<file path="src/rtl/if_fetch_stage.sv">
// if_fetch_stage: holds the PC, fetches instruction words over a req/ack handshake
// and presents them to decode through an IF/ID register backed by a one-entry skid buffer.
// Optional build macro IF_MISALIGN_TRAP_EN: misaligned redirect targets raise o_misalign
// and halt fetching until an aligned redirect arrives. Without it the target's low bits
// are cleared.
module if_fetch_stage #(
    parameter logic [31:0] RESET_PC  = 32'h0000_0000,
    parameter logic [31:0] NOP_INSTR = 32'h0000_0013
) (
    input  logic        i_clk,
    input  logic        i_rst,
    input  logic        i_stall,
    input  logic        i_redirect,
    input  logic [31:0] i_redirect_pc,
    output logic        o_imem_req,
    output logic [31:0] o_imem_addr,
    input  logic        i_imem_ack,
    input  logic [31:0] i_imem_rdata,
    output logic        o_valid,
    output logic [31:0] o_instr,
    output logic [6:0]  o_opcode,
    output logic [31:0] o_pc
`ifdef IF_MISALIGN_TRAP_EN
    ,
    output logic        o_misalign
`endif
);

    typedef enum logic [1:0] {
        S_IDLE = 2'd0,
        S_REQ  = 2'd1,
        S_HOLD = 2'd2
    } state_t;

    state_t      state_q, state_d;
    logic [31:0] pc_q, pc_d;          // address of the next fetch to launch
    logic [31:0] addr_q, addr_d;      // address presented on the memory port
    logic        kill_q, kill_d;      // outstanding fetch is wrong-path
    logic        out_valid_q, out_valid_d;
    logic [31:0] out_instr_q, out_instr_d;
    logic [31:0] out_pc_q, out_pc_d;
    logic        skid_valid_q, skid_valid_d;
    logic [31:0] skid_instr_q, skid_instr_d;
    logic [31:0] skid_pc_q, skid_pc_d;
    logic        halt_d;
    logic [31:0] redirect_tgt;

`ifdef IF_MISALIGN_TRAP_EN
    logic        misalign_q, misalign_d;
    assign redirect_tgt = i_redirect_pc;
    assign o_misalign   = misalign_q;
`else
    assign redirect_tgt = i_redirect_pc & 32'hFFFF_FFFC;
`endif

    logic req_active;
    logic ack_hit;
    logic req_pending;
    logic fetch_done;

    assign req_active  = (state_q == S_REQ);
    assign ack_hit     = req_active & i_imem_ack;
    assign req_pending = req_active & ~i_imem_ack;
    // A completion only delivers data when it belongs to the current path.
    assign fetch_done  = ack_hit & ~kill_q & ~i_redirect;

    assign o_imem_req  = req_active;
    assign o_imem_addr = addr_q;
    assign o_valid     = out_valid_q;
    assign o_instr     = out_instr_q;
    assign o_opcode    = out_instr_q[6:0];
    assign o_pc        = out_pc_q;

    // Next-state logic: PC, kill tracking, output register/skid steering and FSM.
    always_comb begin
        state_d      = state_q;
        pc_d         = pc_q;
        addr_d       = addr_q;
        kill_d       = kill_q;
        out_valid_d  = out_valid_q;
        out_instr_d  = out_instr_q;
        out_pc_d     = out_pc_q;
        skid_valid_d = skid_valid_q;
        skid_instr_d = skid_instr_q;
        skid_pc_d    = skid_pc_q;
        halt_d       = 1'b0;
`ifdef IF_MISALIGN_TRAP_EN
        misalign_d   = misalign_q;
`endif

        if (i_redirect) begin
            // Redirect wins over stall: flush everything held and restart at the target.
            pc_d         = redirect_tgt;
            out_valid_d  = 1'b0;
            out_instr_d  = NOP_INSTR;
            skid_valid_d = 1'b0;
`ifdef IF_MISALIGN_TRAP_EN
            misalign_d   = |i_redirect_pc[1:0];
`endif
        end else begin
            if (ack_hit && !kill_q) begin
                pc_d = pc_q + 32'd4;
            end
            if (!out_valid_q || !i_stall) begin
                // Output register is free or advancing: skid first, then a fresh completion.
                if (skid_valid_q) begin
                    out_valid_d  = 1'b1;
                    out_instr_d  = skid_instr_q;
                    out_pc_d     = skid_pc_q;
                    skid_valid_d = fetch_done;
                    if (fetch_done) begin
                        skid_instr_d = i_imem_rdata;
                        skid_pc_d    = addr_q;
                    end
                end else if (fetch_done) begin
                    out_valid_d = 1'b1;
                    out_instr_d = i_imem_rdata;
                    out_pc_d    = addr_q;
                end else begin
                    out_valid_d = 1'b0;
                    out_instr_d = NOP_INSTR;
                end
            end else if (fetch_done) begin
                // Decode is stalled on a valid instruction: park the arrival in the skid.
                skid_valid_d = 1'b1;
                skid_instr_d = i_imem_rdata;
                skid_pc_d    = addr_q;
            end
        end

        // A request that has not been acked keeps its address; a redirect marks it wrong-path.
        kill_d = req_pending & (i_redirect | kill_q);
        addr_d = req_pending ? addr_q : pc_d;

`ifdef IF_MISALIGN_TRAP_EN
        halt_d = misalign_d;
`endif

        // The skid absorbs one arrival during a stall, so keep requesting while it will be empty.
        if (req_pending) begin
            state_d = S_REQ;
        end else if (halt_d) begin
            state_d = S_IDLE;
        end else if (skid_valid_d) begin
            state_d = S_HOLD;
        end else begin
            state_d = S_REQ;
        end
    end

    // State registers with asynchronous reset.
    always_ff @(posedge i_clk or posedge i_rst) begin
        if (i_rst) begin
            state_q      <= S_IDLE;
            pc_q         <= RESET_PC;
            addr_q       <= RESET_PC;
            kill_q       <= 1'b0;
            out_valid_q  <= 1'b0;
            out_instr_q  <= NOP_INSTR;
            out_pc_q     <= RESET_PC;
            skid_valid_q <= 1'b0;
            skid_instr_q <= NOP_INSTR;
            skid_pc_q    <= RESET_PC;
`ifdef IF_MISALIGN_TRAP_EN
            misalign_q   <= 1'b0;
`endif
        end else begin
            state_q      <= state_d;
            pc_q         <= pc_d;
            addr_q       <= addr_d;
            kill_q       <= kill_d;
            out_valid_q  <= out_valid_d;
            out_instr_q  <= out_instr_d;
            out_pc_q     <= out_pc_d;
            skid_valid_q <= skid_valid_d;
            skid_instr_q <= skid_instr_d;
            skid_pc_q    <= skid_pc_d;
`ifdef IF_MISALIGN_TRAP_EN
            misalign_q   <= misalign_d;
`endif
        end
    end

endmodule

</file>
<file path="config.mk">
export PLATFORM = sky130hd
export DESIGN_NAME = if_fetch_stage
export DESIGN_NICKNAME = d
export VERILOG_FILES = /design/src/rtl/if_fetch_stage.sv
export SDC_FILE = /design/constraint.sdc
export NUM_CORES = 1
export LEC_CHECK = 0
export CAP_MARGIN = 20
export CORE_UTILIZATION = 44
export CTS_BUF_LIST = sky130_fd_sc_hd__clkbuf_8
export CTS_CLUSTER_SIZE = 8
export DETAILED_ROUTE_END_ITERATION = 8
export PLACE_DENSITY = 0.7
export SYNTH_ARGS = -nofsm -noshare
export SYNTH_HDL_FRONTEND = slang
export SYNTH_SLANG_ARGS = --single-unit
</file>
<file path="constraint.sdc">
create_clock -name i_clk -period 7.7 [get_ports i_clk]
set_clock_uncertainty 0.15 [all_clocks]
set_input_delay 1.54 -clock i_clk [delete_from_list [all_inputs] [get_ports i_clk]]
set_output_delay 1.54 -clock i_clk [all_outputs]
set_load 0.005 [all_outputs]
</file>
==> reports/metrics.yaml <==
cts_buffer_depth: 2
slew_headroom_pct: 30.2
drcViolationCount: 0
final_area_um2: 10900
cts-htree-levels: 4
holdCritPathClass: "reg -> reg"
drive_gt1_share_pct: 17.0
post-route-min-period_ns: 4.11
fp.dieW_um: 142
post_cts_resized: 0
synth_top_area_cell: "dfrtp_1"
ant_nets: 0
place_ws_ns: 3.06
p_leak_uw: 0.00451
cp-start-kind: "input pin"
synthArstFlopShare_pct: 100
path_clk_slew_ns: 0.10
fill_cells: 1617
placed_area_um2: 10500
num_antenna_cells: 0
netlist_area_um2: 8630
p_total_uw: 2550
drtIter0Drc: 350
core_area_um2: 19000
cts.sinks: 197
rsz0062_at_grt: "no"
final_nets: 956
grt.overflow.total: 0
powerDensity_nw_per_um2: 233
io_pins: 174
final-setup-viol-count: 0
cts_setup_buffers: 0
yosys-top-cells-area: "dfrtp_1 (55%), mux2_2 (11%), nand2_1 (4.5%), o21ai_0 (4.2%), mux2i_1 (3.8%)"
finalSetupTns_ns: 0
path_class: "in -> reg"
synth_flop_cell: "dfrtp_1"
avgSynthCellArea_um2: 11.7
fin_hold_ws_ns: 0.333
syn_nets: 809
syn_to_final_growth_pct: 26.7
grt_max_degree: 126
core.rowCount: 50
cts_buffers: 17
die_area_um2: 20200
worst_slew_pin_slew_ns: 1.05
die_height_um: 142
hpwl_mm: 12.5
ir_drop_uv: 131
yosysUniqueCellTypes: 47
port_buffers: 171
crit_fanout: 26
antenna_found_initial: 0
grt_usage_pct: 20.4
routedWlPerCell_um: 16.8
fmax_ghz: 0.243
slew_violations: 0
cts_tree: "built"
gp_congestion: 0.759
mostFrequentLayoutCell: "dfrtp_1"
yosysTopAreaCellShare_pct: 55.4
totalWireLength_mm: 19.5
root_buffer: "clkbuf_8"
run_status: "complete, no violations"
clock_latency_ns: 0.47
crit_arrival_ns: 4.31
setup_slack_ns: 3.59
most-common-layout-cells: "dfrtp_1 (190), clkdlybuf4s50_1 (170), nand2_1 (104)"
cp_data_required_time_ns: 7.90
ys_seq_elements: 197
vias: 6102
grt_pass1_vias: 6215
cp-end-kind: "register"
initial_utilization_pct: 45.5
postSynthCellCount: 739
ys_seq_area_share_pct: 57.2
via_per_inst: 5.26
hold_violations: 0
cts_hold_repair.buffers: 0
grt_pass1_wl_mm: 32.1
yosys_warnings: 0
synth_edf_count: 0
first_pass_iters: 4
period_share_pct: 53.4
cap_violations: 0
## cells by family after synthesis
family,Yosys count,share of synthesized area [%]
adder cells (fa/ha/maj),1,0.145
multiplexers,117,14.8
buffers and inverters,58,3.42
AND/OR/NAND/NOR,195,11.5
flip-flops,197,57.2
AO/OA/AOI/OAI,146,10.4
XOR/XNOR,25,2.54
## registers in the layout, indices dropped and copies added (netlist names)
signal and cells:
o_pc 32, skid_instr_q 32, pc_q 32, o_imem_addr 32, kill_q 1, skid_pc_q 32
o_valid 1, o_instr 32, state_q 2, skid_valid_q 1
## power by group
| group | internal [uW] | leakage [uW] | switching, uW | total, uW |
|---|---|---|---|---|
| sequential | 1230 | 0.00247 | 122 | 1350 |
| clock | 344 | 0.000211 | 381 | 725 |
| combinational | 293 | 0.00183 | 179 | 472 |
## area by class of cell
type	instances	area, um2	area share [%]
clock buffer	19	262	2.39
clock inverter	13	169	1.54
sequential	197	4940	45.2
inverter	4	22.5	0.206
timing repair buffer	182	1790	16.4
tap	260	325	2.97
multi-input combinational	484	3430	31.3
## through the flow
| step | std cells | utilization (%) |
|---|---|---|
| 4_1_cts | 1159 | 57.7 |
| 2_1_floorplan | 739 | - |
| 6_report | 1159 | 57.7 |
| 3_3_place_gp | 1127 | 55.4 |
| 3_5_place_dp | 1127 | 55.4 |
| 5_1_grt | 1159 | 57.7 |
## routing by layer
metal	global-route usage, %	share of wire [%]	vias to the layer above	wire length [um]
met4	6.34	1.5	0	295
met2	32.6	47	139	9080
met5	0	0	-	0
met3	4.24	4.6	22	904
li1	-	-	2909	-
met1	27.8	47	3032	9180
## Yosys cell counts, drive strengths merged, types with 12 or more instances
| master | n |
|---|---|
| mux2i | 33 |
| buf | 20 |
| nand3 | 13 |
| o21ai | 77 |
| a21oi | 16 |
| a22oi | 29 |
| dfrtp | 191 |
| and3 | 12 |
| nor2 | 24 |
| nand2 | 104 |
| xnor2 | 19 |
| mux2 | 84 |
| nand4 | 15 |
| clkbuf | 34 |
## path summary, 6_finish.rpt
check,endpoint,slack [ns],startpoint,cells after the start
max,skid_pc_q[10],3.59,i_imem_ack,5
min,o_pc[24],0.33,o_pc[24],2
max reg2reg,skid_pc_q[10],4.11,skid_valid_q,4
min reg2reg,o_pc[24],0.33,o_pc[24],2
max in group asynchronous,skid_pc_q[10],4.43,i_rst,3
min in group asynchronous,skid_instr_q[5],1.50,i_rst,2
## critical path: stages
cell and delay [ns]:
clkdlybuf4s50_1 0.58, nand4bb_4 0.32, a211oi_4 0.93, buf_4 0.53, mux2_2 0.38
Note: power is estimated with default switching activity, not from simulation.
